--- src/rtl/cache_controller_if.sv ---
// Bus bundle between the cache controller and its cpu, tag/data array and main memory.
// The master side is the surrounding system; the slave side is the controller.
interface cache_controller_if #(
  parameter int ADDR_WIDTH   = 15,
  parameter int TAG_WIDTH    = 3,
  parameter int OFFSET_WIDTH = 2,
  parameter int COUNT_WIDTH  = 14
);
  localparam int INDEX_WIDTH = ADDR_WIDTH - TAG_WIDTH - OFFSET_WIDTH;

  logic                   cpu_read;
  logic [ADDR_WIDTH-1:0]  cpu_address;
  logic                   clear_stats;
  logic                   cache_ready;
  logic                   cpu_hit;
  logic                   lookup_en;
  logic [INDEX_WIDTH-1:0] lookup_index;
  logic [TAG_WIDTH-1:0]   lookup_tag;
  logic                   array_hit;
  logic                   mem_read;
  logic [ADDR_WIDTH-1:0]  mem_address;
  logic                   mem_ready;
  logic                   refill_en;
  logic [COUNT_WIDTH-1:0] access_count;
  logic [COUNT_WIDTH-1:0] hit_count;

  modport master (
    output cpu_read, cpu_address, clear_stats, array_hit, mem_ready,
    input  cache_ready, cpu_hit, lookup_en, lookup_index, lookup_tag,
           mem_read, mem_address, refill_en, access_count, hit_count
  );

  modport slave (
    input  cpu_read, cpu_address, clear_stats, array_hit, mem_ready,
    output cache_ready, cpu_hit, lookup_en, lookup_index, lookup_tag,
           mem_read, mem_address, refill_en, access_count, hit_count
  );
endinterface

--- src/rtl/cache_controller.sv ---
// Miss-sequencing FSM for the direct-mapped cache: lookup, memory block fetch, refill,
// completion pulse, plus saturating access/hit statistics.
module cache_controller #(
  parameter int ADDR_WIDTH   = 15,
  parameter int TAG_WIDTH    = 3,
  parameter int OFFSET_WIDTH = 2,
  parameter int COUNT_WIDTH  = 14
) (
  input logic               clk,
  input logic               rst,
  cache_controller_if.slave bus
);
  localparam int INDEX_WIDTH = ADDR_WIDTH - TAG_WIDTH - OFFSET_WIDTH;

  typedef enum logic [2:0] {
    IDLE,
    LOOKUP,
    COMPARE,
    MEM_WAIT,
    REFILL,
    DONE
  } state_t;

  state_t                 state;
  logic                   hit_flag;
  logic                   cache_ready;
  logic                   cpu_hit;
  logic                   lookup_en;
  logic                   mem_read;
  logic                   refill_en;
  logic [INDEX_WIDTH-1:0] lookup_index;
  logic [TAG_WIDTH-1:0]   lookup_tag;
  logic [COUNT_WIDTH-1:0] access_count;
  logic [COUNT_WIDTH-1:0] hit_count;

  // Outputs are registered on the transition into the state that owns them,
  // so each strobe is high exactly for the cycle spent in that state.
  always_ff @(posedge clk or posedge rst) begin
    if (rst) begin
      state        <= IDLE;
      hit_flag     <= 1'b0;
      cache_ready  <= 1'b0;
      cpu_hit      <= 1'b0;
      lookup_en    <= 1'b0;
      mem_read     <= 1'b0;
      refill_en    <= 1'b0;
      lookup_index <= '0;
      lookup_tag   <= '0;
    end else begin
      lookup_en   <= 1'b0;
      refill_en   <= 1'b0;
      cache_ready <= 1'b0;
      cpu_hit     <= 1'b0;
      case (state)
        IDLE: begin
          if (bus.cpu_read) begin
            lookup_tag   <= bus.cpu_address[ADDR_WIDTH-1 -: TAG_WIDTH];
            lookup_index <= bus.cpu_address[OFFSET_WIDTH +: INDEX_WIDTH];
            lookup_en    <= 1'b1;
            state        <= LOOKUP;
          end
        end
        LOOKUP: state <= COMPARE;
        COMPARE: begin
          if (bus.array_hit) begin
            hit_flag    <= 1'b1;
            cache_ready <= 1'b1;
            cpu_hit     <= 1'b1;
            state       <= DONE;
          end else begin
            hit_flag <= 1'b0;
            mem_read <= 1'b1;
            state    <= MEM_WAIT;
          end
        end
        MEM_WAIT: begin
          if (bus.mem_ready) begin
            mem_read  <= 1'b0;
            refill_en <= 1'b1;
            state     <= REFILL;
          end
        end
        REFILL: begin
          cache_ready <= 1'b1;
          cpu_hit     <= hit_flag;
          state       <= DONE;
        end
        DONE:    state <= IDLE;
        default: state <= IDLE;
      endcase
    end
  end

  // clear_stats wins over a same-cycle DONE increment.
  always_ff @(posedge clk or posedge rst) begin
    if (rst) begin
      access_count <= '0;
      hit_count    <= '0;
    end else if (bus.clear_stats) begin
      access_count <= '0;
      hit_count    <= '0;
    end else if (state == DONE) begin
      if (access_count != '1)
        access_count <= access_count + COUNT_WIDTH'(1);
      if (hit_flag && (hit_count != '1))
        hit_count <= hit_count + COUNT_WIDTH'(1);
    end
  end

  assign bus.cache_ready  = cache_ready;
  assign bus.cpu_hit      = cpu_hit;
  assign bus.lookup_en    = lookup_en;
  assign bus.lookup_index = lookup_index;
  assign bus.lookup_tag   = lookup_tag;
  assign bus.mem_read     = mem_read;
  assign bus.mem_address  = {lookup_tag, lookup_index, {OFFSET_WIDTH{1'b0}}};
  assign bus.refill_en    = refill_en;
  assign bus.access_count = access_count;
  assign bus.hit_count    = hit_count;
endmodule

--- src/flat_wrapper.sv ---
// flat-port wrapper written by rule: the top's interface ports become plain ports
module cache_controller_flat 
#(
  parameter int ADDR_WIDTH   = 15,
  parameter int TAG_WIDTH    = 3,
  parameter int OFFSET_WIDTH = 2,
  parameter int COUNT_WIDTH  = 14
)
  (clk, rst, bus_cpu_read, bus_cpu_address, bus_clear_stats, bus_array_hit, bus_mem_ready, bus_cache_ready, bus_cpu_hit, bus_lookup_en, bus_lookup_index, bus_lookup_tag, bus_mem_read, bus_mem_address, bus_refill_en, bus_access_count, bus_hit_count);
  cache_controller_if #(.ADDR_WIDTH(ADDR_WIDTH), .TAG_WIDTH(TAG_WIDTH), .OFFSET_WIDTH(OFFSET_WIDTH), .COUNT_WIDTH(COUNT_WIDTH)) bus_i ();
  input logic clk;
  input logic rst;
  input wire logic [$bits(bus_i.cpu_read)-1:0] bus_cpu_read;
  input wire logic [$bits(bus_i.cpu_address)-1:0] bus_cpu_address;
  input wire logic [$bits(bus_i.clear_stats)-1:0] bus_clear_stats;
  input wire logic [$bits(bus_i.array_hit)-1:0] bus_array_hit;
  input wire logic [$bits(bus_i.mem_ready)-1:0] bus_mem_ready;
  output wire logic [$bits(bus_i.cache_ready)-1:0] bus_cache_ready;
  output wire logic [$bits(bus_i.cpu_hit)-1:0] bus_cpu_hit;
  output wire logic [$bits(bus_i.lookup_en)-1:0] bus_lookup_en;
  output wire logic [$bits(bus_i.lookup_index)-1:0] bus_lookup_index;
  output wire logic [$bits(bus_i.lookup_tag)-1:0] bus_lookup_tag;
  output wire logic [$bits(bus_i.mem_read)-1:0] bus_mem_read;
  output wire logic [$bits(bus_i.mem_address)-1:0] bus_mem_address;
  output wire logic [$bits(bus_i.refill_en)-1:0] bus_refill_en;
  output wire logic [$bits(bus_i.access_count)-1:0] bus_access_count;
  output wire logic [$bits(bus_i.hit_count)-1:0] bus_hit_count;
  assign bus_i.cpu_read = bus_cpu_read;
  assign bus_i.cpu_address = bus_cpu_address;
  assign bus_i.clear_stats = bus_clear_stats;
  assign bus_i.array_hit = bus_array_hit;
  assign bus_i.mem_ready = bus_mem_ready;
  assign bus_cache_ready = bus_i.cache_ready;
  assign bus_cpu_hit = bus_i.cpu_hit;
  assign bus_lookup_en = bus_i.lookup_en;
  assign bus_lookup_index = bus_i.lookup_index;
  assign bus_lookup_tag = bus_i.lookup_tag;
  assign bus_mem_read = bus_i.mem_read;
  assign bus_mem_address = bus_i.mem_address;
  assign bus_refill_en = bus_i.refill_en;
  assign bus_access_count = bus_i.access_count;
  assign bus_hit_count = bus_i.hit_count;
  cache_controller #(.ADDR_WIDTH(ADDR_WIDTH), .TAG_WIDTH(TAG_WIDTH), .OFFSET_WIDTH(OFFSET_WIDTH), .COUNT_WIDTH(COUNT_WIDTH)) u_core (.clk(clk), .rst(rst), .bus(bus_i));
endmodule
--- config.mk ---
export PLATFORM = sky130hd
export DESIGN_NAME = cache_controller_flat
export DESIGN_NICKNAME = d
export VERILOG_FILES = /design/src/rtl/cache_controller_if.sv /design/src/rtl/cache_controller.sv /design/src/flat_wrapper.sv
export SDC_FILE = /design/constraint.sdc
export NUM_CORES = 1
export LEC_CHECK = 0
export ABC_AREA = 0
export CORE_MARGIN = 10
export CORE_UTILIZATION = 40
export CTS_BUF_LIST = sky130_fd_sc_hd__clkbuf_8 sky130_fd_sc_hd__clkbuf_16
export CTS_CLUSTER_DIAMETER = 30
export DETAILED_ROUTE_END_ITERATION = 12
export MAX_ROUTING_LAYER = met4
export PLACE_DENSITY = 0.71
export SLEW_MARGIN = 10
export SYNTH_ARGS = -nofsm -noshare
export SYNTH_HDL_FRONTEND = slang
export SYNTH_SLANG_ARGS = --single-unit
--- constraint.sdc ---
create_clock -name clk -period 2.18 [get_ports clk]
set_input_delay 0.545 -clock clk [delete_from_list [all_inputs] [get_ports clk]]
set_output_delay 0.545 -clock clk [all_outputs]
set_load 0.02 [all_outputs]
==> metrics, run 1 <==
synth unique cells=48; final RePlAce weighted congestion=approximately 0.83; most frequent cell after synthesis=dfrtp_1; endpoints failing setup=0; number of synthesized register bits=50; post-synthesis cell count=246; Fin. Hold Viols=0; synth cell count leaders=50 x dfrtp_1, 20 x a21oi_1, 19 x nand2_1; final worst setup slack=170 ps; crit-path max FO=12; Psw=1.15 mW; Post-Route WL=about 6.2 mm; crit path time final=slightly above 2000 ps; setup bufs post-CTS=0; layout cells sized above 1=0.115; core area=6030 um^2; Clock Sinks=50; f_max=497 MHz; Least-Margin Pin Slew=542 ps; Final ANT Viol Nets=0; class of the most critical setup path=flip-flop to flip-flop; vias per cell=5.43; Switching Fraction=0.352; CP max stage cell=or4_1; reg2reg start=u_core.bus.access_count[0]; vias in the first global route=just over 2000; Flop pwr share=0.392; Initial Util=0.421; clk root buf=clkbuf_8; Design Power=3.25 mW; Post-Syn Area=~2500 um^2; Tcrit/Tclk final=0.922; Synth-to-Final Area Change=34.4%; DRC Markers=0; Setup crit end kind=flip-flop; clock power share=0.168; Synth area leaders=dfrtp_1 49%, mux2_2 7.1%, buf_4 5.0%; Final HPWL DP=4.68 mm; CTS tree=yes; I/O Buffers=77; status=complete, no violations; global-route wire length before repair=10.4 mm; # hold bufs at CTS=0; I/O pins=between 80 and 90; FF/Latch Area=1250 um^2; P_int=2.11 mW; Overflow after GRT=0; diode count=0; ys flop type=dfrtp_1; Worst Skew=roughly 6.7 ps; clock slew at reported path FFs=90 ps; register area share after synthesis=0.493; All-Layer GR Usage=0.128; area occupied by multi-input gates=1100 um^2; Yosys top cell by area=dfrtp_1; total CTS buffers=5; wire per inst=16.0 um; Die Height=99.6 um; combinational share of power=0.440; clk_lat worst skew=290 ps; Util after Layout=0.566; largest net degree at the start of global routing=37; worst slack, placed=187 ps; Critical Path RT=2400 ps; Core Rows=28; DR vias=2106; Resized Gates After CTS=0; Worst VDD drop=between 0.0007 and 0.0008 V; top cell type's share of synthesized area=0.493; Worst setup SP type=flip-flop; antenna violations before repair=0; DIE AREA=9930 um^2; flop-to-flop setup slack=roughly 170 ps; Mean Syn Cell Area=10.3 um^2; Crit path arrival time=2230 ps; YS warnings=0; Worst path max stage delay=480 ps; pwr dens=955 nW/um^2; setup TNS=0 ps; Max-Cap Viols=0; width of the die=99.6 um; worst path cell trace=ha_1 > and4_1 > and4b_1 > buf_4 > or4_1 > a21oi_1; Post-synth EDFFs=0; drt first-iter violations=57; clock buffer depth=2; CTS H-tree lvls=2; fill count=527; relative slew slack=0.635; RSZ-0062 raised after global routing=false; Max Slew Vio Count=0; Post-synth ARST share=1.00; LEAKAGE=1.35 nW; Worst Hold Launch=u_core.bus.mem_read; TritonRoute pass-1 iters=4; crit path launch=u_core.bus.access_count[0]; worst min-delay path class=flip-flop to flip-flop; fin nets=335
[cells in the final DEF, fill, tap and decap left out, types with 4 or more instances in the layout]
master,instances
a21oi_1,20
and3_1,4
buf_4,5
clkbuf_8,6
clkdlybuf4s50_1,77
dfrtp_1,50
inv_1,7
mux2_2,16
nand2_1,19
nand3_1,5
nand4_1,9
nor2_1,9
nor2b_1,5
o21ai_0,11
o31ai_1,8
or3_1,7
or4_1,8
[layer usage]
| layer | global-route usage | part of all wire | routed length [um] | up-vias |
|---|---|---|---|---|
| met5 | - | 0 | 0 | - |
| met4 | 0.0441 | 0.0092 | 57 | 0 |
| met3 | 0.0339 | 0.052 | 323 | 2 |
| met2 | 0.210 | 0.51 | 3190 | 37 |
| met1 | 0.148 | 0.42 | 2630 | 1037 |
| li1 | - | - | - | 1030 |
[power by group through the flow]
stage          registers (mW)  logic, mW  clock network, mW
2_1_floorplan            1.46      0.740                  0
3_3_place_gp             1.29       1.45                  0
3_5_place_dp             1.30       1.46                  0
4_1_cts                  1.28       1.46              0.580
5_1_grt                  1.31       1.52              0.612
6_report                 1.28       1.43              0.545
[cell type report]
cell class | count | area share
clock buffers | 6 | 0.0242
flip-flops and latches | 50 | 0.367
well taps | 75 | 0.0275
inverters | 7 | 0.00771
clock inverters | 2 | 0.00257
multi-input cells | 164 | 0.322
repair buffers | 84 | 0.249
[sequential cells by signal, indices dropped and copies added (netlist names)]
| signal | cells |
|---|---|
| u_core.bus.hit_count | 14 |
| u_core.hit_flag | 1 |
| u_core.bus.cpu_hit | 1 |
| u_core.bus.lookup_tag | 3 |
| u_core.bus.access_count | 14 |
| u_core.bus.cache_ready | 1 |
| u_core.bus.mem_read | 1 |
| u_core.bus.lookup_en | 1 |
| u_core.state | 3 |
| u_core.bus.lookup_index | 10 |
| u_core.bus.refill_en | 1 |
[metrics by stage]
stage          hold WS [ps]  cells  cell area (um^2)
2_1_floorplan           462    247              2540
3_3_place_gp            488    380              3320
3_5_place_dp            496    380              3320
4_1_cts                 522    388              3410
5_1_grt                 551    388              3410
6_report                521    388              3410
[cells by family after synthesis]
logic type,after synthesis,share of synthesized area
multiplexers,17,0.0750
AO/OA/AOI/OAI,55,0.138
other,1,0.00148
buffers and inverters,33,0.0779
adder cells (fa/ha/maj),2,0.00987
XOR/XNOR,1,0.00345
flip-flops,50,0.493
AND/OR/NAND/NOR,87,0.201
[critical path: cells and delay by family (launching register included)]
kind / cells / cell delay [ps]
buf+inv: 1 / 180
simple gates: 3 / 950
fa+ha+maj: 1 / 240
flops: 1 / 420
compound gates: 1 / 150
[final timing paths]
kind                                              end  cells past startpoint
setup / recovery           u_core.bus.access_count[4]                      6
hold / removal                    u_core.bus.mem_read                      2
setup reg to reg           u_core.bus.access_count[4]                      6
hold reg to reg                   u_core.bus.mem_read                      2
max in group asynchronous  u_core.bus.access_count[7]                      3
min in group asynchronous  u_core.bus.lookup_index[7]                      2
(Power assumes the default switching activity.)
==> run 2, diff against run 1 <==
Settings changed: CELL_PAD_IN_SITES_DETAIL_PLACEMENT from default to 1, CELL_PAD_IN_SITES_GLOBAL_PLACEMENT from default to 1, CORE_UTILIZATION 40 to 35, PLACE_DENSITY 0.71 to default, PLACE_DENSITY_LB_ADDON from default to 0.1.
==> run 2 against run 1 <==
Non-clock buffer count increased by 1. Design area increased by 1.4%. Hold slack got worse by 4.6 ps. Clock skew decreased by 2.0 ps. Clock power increased by 26%. Critical path type unchanged. Largest cell class unchanged.
==> metrics, run 2 (same netlist as run 1, synthesis figures left out) <==
worst min-delay path class=flip-flop to flip-flop (unchanged); Setup crit end kind=flip-flop (unchanged); antenna violations before repair=0 (unchanged); Core Rows=30 (was 28); Worst Hold Launch=u_core.bus.mem_read (unchanged); final worst setup slack=139 ps (was 170 ps); fin nets=336 (was 335); class of the most critical setup path=flip-flop to flip-flop (unchanged); RSZ-0062 raised after global routing=false (unchanged); clk root buf=clkbuf_8 (unchanged); Top Metal Used=met4 (unchanged); Post-Route WL=7.23 mm (was 6.20 mm); Max-Cap Viols=0 (unchanged); fill count=791 (was 527); reg2reg start=u_core.bus.access_count[0] (unchanged); most frequent cells in the layout=77 x clkdlybuf4s50_1, 50 x dfrtp_1, 20 x a21oi_1, 19 x nand2_1, 16 x mux2_2 (unchanged); FF/Latch Area=1250 um^2 (unchanged); Die Height=105 um (was 99.6 um); Initial Util=0.367 (was 0.421); CTS tree=yes (unchanged); vias per cell=5.28 (was 5.43); crit path time final=2040 ps (was 2010 ps); Clock Sinks=50 (unchanged); crit-path max FO=12 (unchanged); Worst Skew=4.66 ps (was 6.68 ps); DRC Markers=0 (unchanged); All-Layer GR Usage=0.137 (was 0.128); Final HPWL DP=5.47 mm (was 4.68 mm); pwr dens=991 nW/um^2 (was 955 nW/um^2); worst slack, placed=119 ps (was 187 ps); Overflow after GRT=0 (unchanged); Placed Instances=402 (was 380); Worst VDD drop=0.000432 V (was 0.000762 V); LEAKAGE=1.36 nW (was 1.35 nW); final RePlAce weighted congestion=0.709 (was 0.828); largest registers=u_core.bus.access_count x14, u_core.bus.hit_count x14, u_core.bus.lookup_index x10 (unchanged); drt first-iter violations=77 (was 57); endpoints failing setup=0 (unchanged); layout cells sized above 1=0.121 (was 0.115); worst path cell trace=ha_1 > and4_1 > and4b_1 > nor4_2 > mux2_2 (was ha_1 > and4_1 > and4b_1 > buf_4 > or4_1 > a21oi_1); Design Power=3.43 mW (was 3.25 mW); clk_lat worst skew=300 ps (was 290 ps); clock buffer depth=2 (unchanged); status=complete, no violations (unchanged); f_max=490 MHz (was 497 MHz); crit path launch=u_core.bus.access_count[0] (unchanged); Worst setup SP type=flip-flop (unchanged); reg2reg end=u_core.bus.access_count[11] (was u_core.bus.access_count[4]); commonest non-fill, non-tap cell in the layout=clkdlybuf4s50_1 (unchanged); design area=3460 um^2 (was 3410 um^2); Util after Layout=0.501 (was 0.566); largest net degree at the start of global routing=51 (was 37); relative slew slack=0.584 (was 0.635); clock slew at reported path FFs=90 ps (about the same); WL met2=3.85 mm (was 3.19 mm); CP max stage cell=dfrtp_1 (was or4_1); CTS H-tree lvls=2 (unchanged); TritonRoute pass-1 iters=4 (unchanged); I/O Buffers=77 (unchanged); Critical Path RT=2370 ps (was 2400 ps); flop-to-flop setup slack=140 ps (was 170 ps); Synth-to-Final Area Change=36.3% (was 34.4%); Worst path max stage delay=430 ps (was 480 ps); Final ANT Viol Nets=0 (unchanged); FF-to-FF path depth=5 (was 6); met3 WL=253 um (was 323 um); width of the die=105 um (was 99.6 um); wl on met1=3.11 mm (was 2.63 mm); total CTS buffers=5 (unchanged); Hold Path End=u_core.bus.mem_read (unchanged); vias in the first global route=2424 (was 2066); Buf+Inv Stages, Crit Path=0 (was 1); cell area after placement=3340 um^2 (was 3320 um^2); delay-heaviest family, CP=simple AND/OR/NAND/NOR gates (unchanged); I/O pins=82 (unchanged); DIE AREA=11100 um^2 (was 9930 um^2); setup bufs post-CTS=0 (unchanged); global-route wire length before repair=12.3 mm (was 10.4 mm); hold path cells=2 (unchanged); area occupied by multi-input gates=1100 um^2 (about the same); core area=6910 um^2 (was 6030 um^2); Crit path arrival time=2230 ps (about the same); Least-Margin Pin Slew=619 ps (was 542 ps); setup TNS=0 ps (unchanged); Fin Hold WS=516 ps (was 521 ps); post-route insts no fill=409 (was 388); DR vias=2159 (was 2106); Max Slew Vio Count=0 (unchanged); wire per inst=17.7 um (was 16.0 um); diode count=0 (unchanged); # hold bufs at CTS=0 (unchanged); Fin. Hold Viols=0 (unchanged); Tcrit/Tclk final=0.936 (was 0.922)
-- run 2: what timing repair did --
item | in CTS | in global routing
gates resized for setup | 0 | 1
hold endpoints to repair | 0 | 0
endpoints found under the setup margin | 0 | 1
-- run 2: worst max path at each step --
stage	endpoint	depth (start not counted)	slack, ps
floorplan	u_core.bus.access_count[11]	6	200
global placement	u_core.bus.access_count[11]	5	140
detailed placement	u_core.bus.access_count[11]	5	120
CTS	u_core.bus.access_count[11]	5	100
global route	u_core.bus.access_count[0]	6	10
finish	u_core.bus.access_count[11]	5	140
-- run 2: layout make-up --
type	instances	share of cell area
clock buffer	6	0.0239
clock inverter	1	0.00869
inverter	7	0.00760
multi-input combinational	164	0.319
sequential	50	0.362
tap	96	0.0347
timing repair buffer	85	0.244
-- run 2: power by group --
group / total, mW / internal [mW] / leakage [nW] / switching, mW
combinational: 1.45 / 0.733 / 0.640 / 0.719
clock: 0.685 / 0.368 / 0.0573 / 0.317
sequential: 1.29 / 1.12 / 0.658 / 0.164
total: 3.43 / 2.23 / 1.36 / 1.20
-- run 2: layer usage --
layer / GRT usage / up-vias
met4: 0.0265 / 0
met5: - / -
li1: - / 1029
met3: 0.0326 / 4
met1: 0.154 / 1085
met2: 0.241 / 41
-- run 2: worst min-delay path, cell delays in order (launching register included) --
cell	delay, ps
dfrtp_1	370
nand2_1	50
o21ai_0	60
